`src/rtl/alu_op_sequencer.sv`:
```
// alu_op_sequencer: issues one ALU op at a time to the Arith/Logic/CMP/Shift units and returns the result
// Ports: clk/rst (async, active-low); cmd_* valid/ready command in; alu_fun/a/b and *_EN drive the units;
// *_out/*_flag are unit results; res_* valid/ready response out (data, producing unit, flag error).
module alu_op_sequencer #(
  parameter int WIDTH    = 16,
  parameter int UNIT_LAT = 1
) (
  input  logic             clk,
  input  logic             rst,
  input  logic             cmd_valid,
  output logic             cmd_ready,
  input  logic [3:0]       cmd_fun,
  input  logic [WIDTH-1:0] cmd_a,
  input  logic [WIDTH-1:0] cmd_b,
  output logic [3:0]       alu_fun,
  output logic [WIDTH-1:0] a,
  output logic [WIDTH-1:0] b,
  output logic             Arith_EN,
  output logic             Logic_EN,
  output logic             CMP_EN,
  output logic             Shift_EN,
  input  logic [WIDTH-1:0] Arith_out,
  input  logic [WIDTH-1:0] Logic_out,
  input  logic [WIDTH-1:0] CMP_out,
  input  logic [WIDTH-1:0] Shift_out,
  input  logic             Arith_flag,
  input  logic             Logic_flag,
  input  logic             CMP_flag,
  input  logic             Shift_flag,
  output logic             res_valid,
  input  logic             res_ready,
  output logic [WIDTH-1:0] res_data,
  output logic [1:0]       res_unit,
  output logic             res_err
);
  typedef enum logic [1:0] {IDLE, ISSUE, WAIT, RESP} state_t;
  state_t           state;
  logic [2:0]       cnt;
  logic [WIDTH-1:0] sel_out;
  logic             sel_flag;
  // the held alu_fun selects which unit is sampled, so other units' outputs never matter
  always_comb begin
    sel_out  = alu_fun[3] ? (alu_fun[2] ? Shift_out : CMP_out) : (alu_fun[2] ? Logic_out : Arith_out);
    sel_flag = alu_fun[3] ? (alu_fun[2] ? Shift_flag : CMP_flag) : (alu_fun[2] ? Logic_flag : Arith_flag);
  end
  assign cmd_ready = state == IDLE;
  always_ff @(posedge clk or negedge rst) begin
    if (!rst) begin
      state                                 <= IDLE;
      cnt                                   <= '0;
      alu_fun                               <= '0;
      a                                     <= '0;
      b                                     <= '0;
      {Shift_EN, CMP_EN, Logic_EN, Arith_EN} <= '0;
      res_valid                             <= 1'b0;
      res_data                              <= '0;
      res_unit                              <= '0;
      res_err                               <= 1'b0;
    end else begin
      case (state)
        IDLE: if (cmd_valid) begin
          alu_fun                               <= cmd_fun;
          a                                     <= cmd_a;
          b                                     <= cmd_b;
          {Shift_EN, CMP_EN, Logic_EN, Arith_EN} <= 4'b0001 << cmd_fun[3:2];
          state                                 <= ISSUE;
        end
        ISSUE: begin
          {Shift_EN, CMP_EN, Logic_EN, Arith_EN} <= '0;
          cnt                                   <= 3'(UNIT_LAT - 1);
          state                                 <= WAIT;
        end
        WAIT: if (cnt == 3'd0) begin
          res_data  <= sel_out;
          res_err   <= ~sel_flag;
          res_unit  <= alu_fun[3:2];
          res_valid <= 1'b1;
          state     <= RESP;
        end else cnt <= cnt - 3'd1;
        RESP: if (res_ready) begin
          res_valid <= 1'b0;
          state     <= IDLE;
        end
      endcase
    end
  end
endmodule

```
`config.mk`:
```
export PLATFORM = sky130hd
export DESIGN_NAME = alu_op_sequencer
export DESIGN_NICKNAME = d
export VERILOG_FILES = /design/src/rtl/alu_op_sequencer.sv
export SDC_FILE = /design/constraint.sdc
export NUM_CORES = 1
export LEC_CHECK = 0
export BUFFER_PORTS_ARGS = -buffer_cell sky130_fd_sc_hd__buf_2
export CAP_MARGIN = 20
export CORE_UTILIZATION = 41
export DETAILED_ROUTE_END_ITERATION = 8
export PLACE_DENSITY = 0.8
export SLEW_MARGIN = 10
export SYNTH_ARGS = -nofsm -noshare
export SYNTH_HDL_FRONTEND = slang
export SYNTH_SLANG_ARGS = --single-unit
```
`constraint.sdc`:
```
create_clock -name clk -period 1.8 [get_ports clk]
set_input_delay 0 -clock clk [delete_from_list [all_inputs] [get_ports clk]]
set_output_delay 0 -clock clk [all_outputs]
set_load 0.02 [all_outputs]
```
==> flow_summary.yaml <==
run_status:
  outcome: "completed"
sta:
  fmax_mhz: 585.3
  final.setup_skew_ns: 0.008243
  finalHoldViolCount: 0
  hold_slack_ns: 0.006479
  timing.final.crit_share_pct: 94.91
  rsz0062_at_grt: "no"
  slew_violations: 0
  finalWorstPathRequiredPeriod_ns: 1.708
  finalSetupViolCount: 0
  tightest_slew_ns: 0.4744
  slew_headroom_pct: 68.38
global_routing:
  track_usage_pct: 22.26
  antenna_found_initial: 0
  overflow: 0
  grt_pass1_wl_um: 14230
  grt_max_degree: 36
  first_global_vias: 2904
placed_design:
  numPortBuffers: 168
  gp_congestion: 0.7585
  hpwlAfterDp_um: 5757
  dpl_cell_area_mm2: 0.004101
  placed_cells: 496
clocking:
  cts_tree: "done"
  cts_root_buf: "clkbuf_8"
  clk_latency_ns: 0.33
  clockBufferDepth: 2
  clock-sinks: 65
  clk_pin_slew_ns: 0.07
  h-tree-depth: 3
  numCtsBuffers: 9
setup_path:
  cp_num_buf_inv: 2
  criticalPathCategory: "reg -> reg"
  cp_slowest_cell: "dlygate4sd3_1"
  slowest_delay_ns: 0.58
  path_cells: "buf_6 > mux2i_1 > dlygate4sd3_1 > o221ai_1"
  worst_ep_required_time_ns: 1.99
  crit_path_end_kind: "flop"
  critPathMaxFanout: 12
  cp.arrival_ns: 1.90
  critPathLaunchType: "flop"
  critPathTopFamily: "buffers and inverters"
logic_synthesis:
  yosys.area.top_type: "dfrtp_1"
  post-synth-top-count-cell: "dfrtp_1"
  synthSimpleGateAreaFrac_pct: 6.040
  async_reset_ff_share_pct: 100.0
  syn_nets: 349
  yosys_warnings: 0
  synthTopCellsByArea: "dfrtp_1 (51%), mux2_2 (14%), mux2i_1 (10%)"
  synthFlopType: "dfrtp_1"
  synth_top_cell_area_share_pct: 51.32
  yosys-top-cells-count: "dfrtp_1 (65), mux2_2 (38), mux2i_1 (32), nand2_1 (25), o221ai_2 (9)"
  synth_edf_count: 0
  synth_compound_area_share_pct: 10.82
  synth_top_family_by_area: "multiplexers"
  synthAdderAreaFrac_pct: 2.369
  synth_area_mm2: 0.003169
  synthesis.instances: 235
  avgSynthCellArea_um2: 13.49
  seq_area_frac_synth_pct: 51.32
  synth_cell_types: 38
  yosys.area_share.xor_xnor_pct: 0.2764
  synth.ff_latch_count: 65
  synthMuxAreaShare_pct: 24.32
drt:
  vias: 2847
  routed_wl_um: 8695
  wl_per_cell_um: 15.20
  drt_pre_antenna_iters: 7
  drc: 0
  avgViaCountPerCell: 4.977
  first_iter_violations: 47
  antenna_left: 0
die:
  row_count: 31
  die_w_um: 89.92
  io_pins: 169
  dieArea_mm2: 0.008086
  start_util_pct: 43.01
  core_mm2: 0.007370
  die_height_um: 89.92
cells_and_area:
  area_growth_pct: 55.43
  nNetsFinal: 583
  diodes: 0
  drive_above_1_share_pct: 52.01
  final_area_mm2: 0.004926
  layout.cells.non_filler: 572
  final_util_pct: 66.84
pwr:
  p_total_mw: 7.959
  p_leak_nw: 2.477
  power.density_mw_per_mm2: 1616
  ir_drop_mv: 0.8279
job:
  cap_viol_max_count: 0
hold_path:
  min-delay-path-class: "in -> reg"
==> routing by layer <==
layer / vias to the layer above / share of wire (%) / global-route usage (%)
li1: 1331 / - / -
met1: 1342 / 39 / 25.48
met2: 153 / 51 / 38.78
met3: 21 / 8.4 / 6.599
met4: 0 / 2.4 / 9.274
met5: - / 0 / 0
==> cells in the final DEF, fill, tap and decap left out, drive strengths merged <==
cell         synthesis  routed
a311oi               1       1
xnor2                1       1
a22o                 5       5
buf                 11     176
o32a                 1       1
o2bb2ai              1       1
nor3                 1       1
mux2                38      38
mux2i               32      32
clkbuf               2      12
o41ai                1       1
clkinv               0       2
nand2b               4       4
o221ai              16      16
nor2                 4       4
or3b                 1       1
o32ai                1       1
nand3b               1       1
dfrtp               65      65
nor2b                2       2
and3b                1       1
o21ai                3       3
mux4                 1       1
dlygate4sd3          0      61
nand2               26      26
bufinv               0       1
ha                   6       6
a21o                 1       1
o31ai                1       1
a221oi               1       1
inv                  6       6
==> final cells by class <==
| class | count | area, um^2 |
|---|---|---|
| Clock buffer | 12 | 155.1 |
| Fill cell | 560 | 2444 |
| Inverter | 6 | 22.52 |
| Clock inverter | 3 | 40.04 |
| Sequential cell | 65 | 1628 |
| Timing Repair Buffer | 237 | 1553 |
| Tap cell | 99 | 123.9 |
| Multi-Input combinational cell | 150 | 1404 |
==> sequential cells by signal, indices dropped and copies added, names as in the netlist, 2 cells and up <==
signal and count:
b 16, state 2, alu_fun 4, a 16
res_data 16, res_unit 2, cnt 3
==> report_power, final <==
group / total [mW] / internal (mW) / leakage, nW / switching (mW)
clock: 1.21 / 0.703 / 0.102 / 0.502
sequential: 2.59 / 2.18 / 0.790 / 0.416
combinational: 4.16 / 1.85 / 1.59 / 2.31
total: 7.96 / 4.73 / 2.48 / 3.23
==> cells by family after synthesis <==
family | count (synthesis)
muxes | 71
buffers and inverters | 20
xor gates and xnor gates | 1
and+or+nand+nor | 40
AOI/OAI and AO/OA | 32
DFF | 65
adders and majority gates | 6
==> path summary, 6_finish.rpt <==
| kind | startpoint | endpoint | slack, ns | cells after the start |
|---|---|---|---|---|
| min in group asynchronous | rst | cnt[0]$_DFFE_PN0P_ | 0.17 | 2 |
| min reg2reg | res_unit[0]$_DFFE_PN0P_ | res_unit[0]$_DFFE_PN0P_ | 0.48 | 2 |
| min | Arith_out[6] | res_data[6]$_DFFE_PN0P_ | 0.006 | 3 |
| max reg2reg | alu_fun[2]$_DFFE_PN0P_ | res_data[8]$_DFFE_PN0P_ | 0.09 | 4 |
| max in group asynchronous | rst | alu_fun[2]$_DFFE_PN0P_ | 1.05 | 3 |
| max | alu_fun[2]$_DFFE_PN0P_ | res_data[8]$_DFFE_PN0P_ | 0.09 | 4 |
==> metrics by stage <==
step / setup TNS [ns] / setup slack (ns)
final: 0 / 0.09159
after global routing: 0 / 0.0002123
after CTS: 0 / 0.02633
after detailed placement: 0 / 0.04418
after global placement: 0 / 0.1581
after floorplan: -0.2648 / -0.008828
==> worst min-delay path, stage by stage <==
cell      delay, ns
buf_2          0.08
mux2i_1        0.06
o221ai_1       0.16
==> repair_timing <==
action	4_1_cts	5_1_grt
hold buffers	61	0
endpoints found under the setup margin	0	17
endpoints found under the hold margin	63	0
resized for setup	0	4
buffers inserted	0	0
Note: power is estimated with default switching activity, not from simulation.
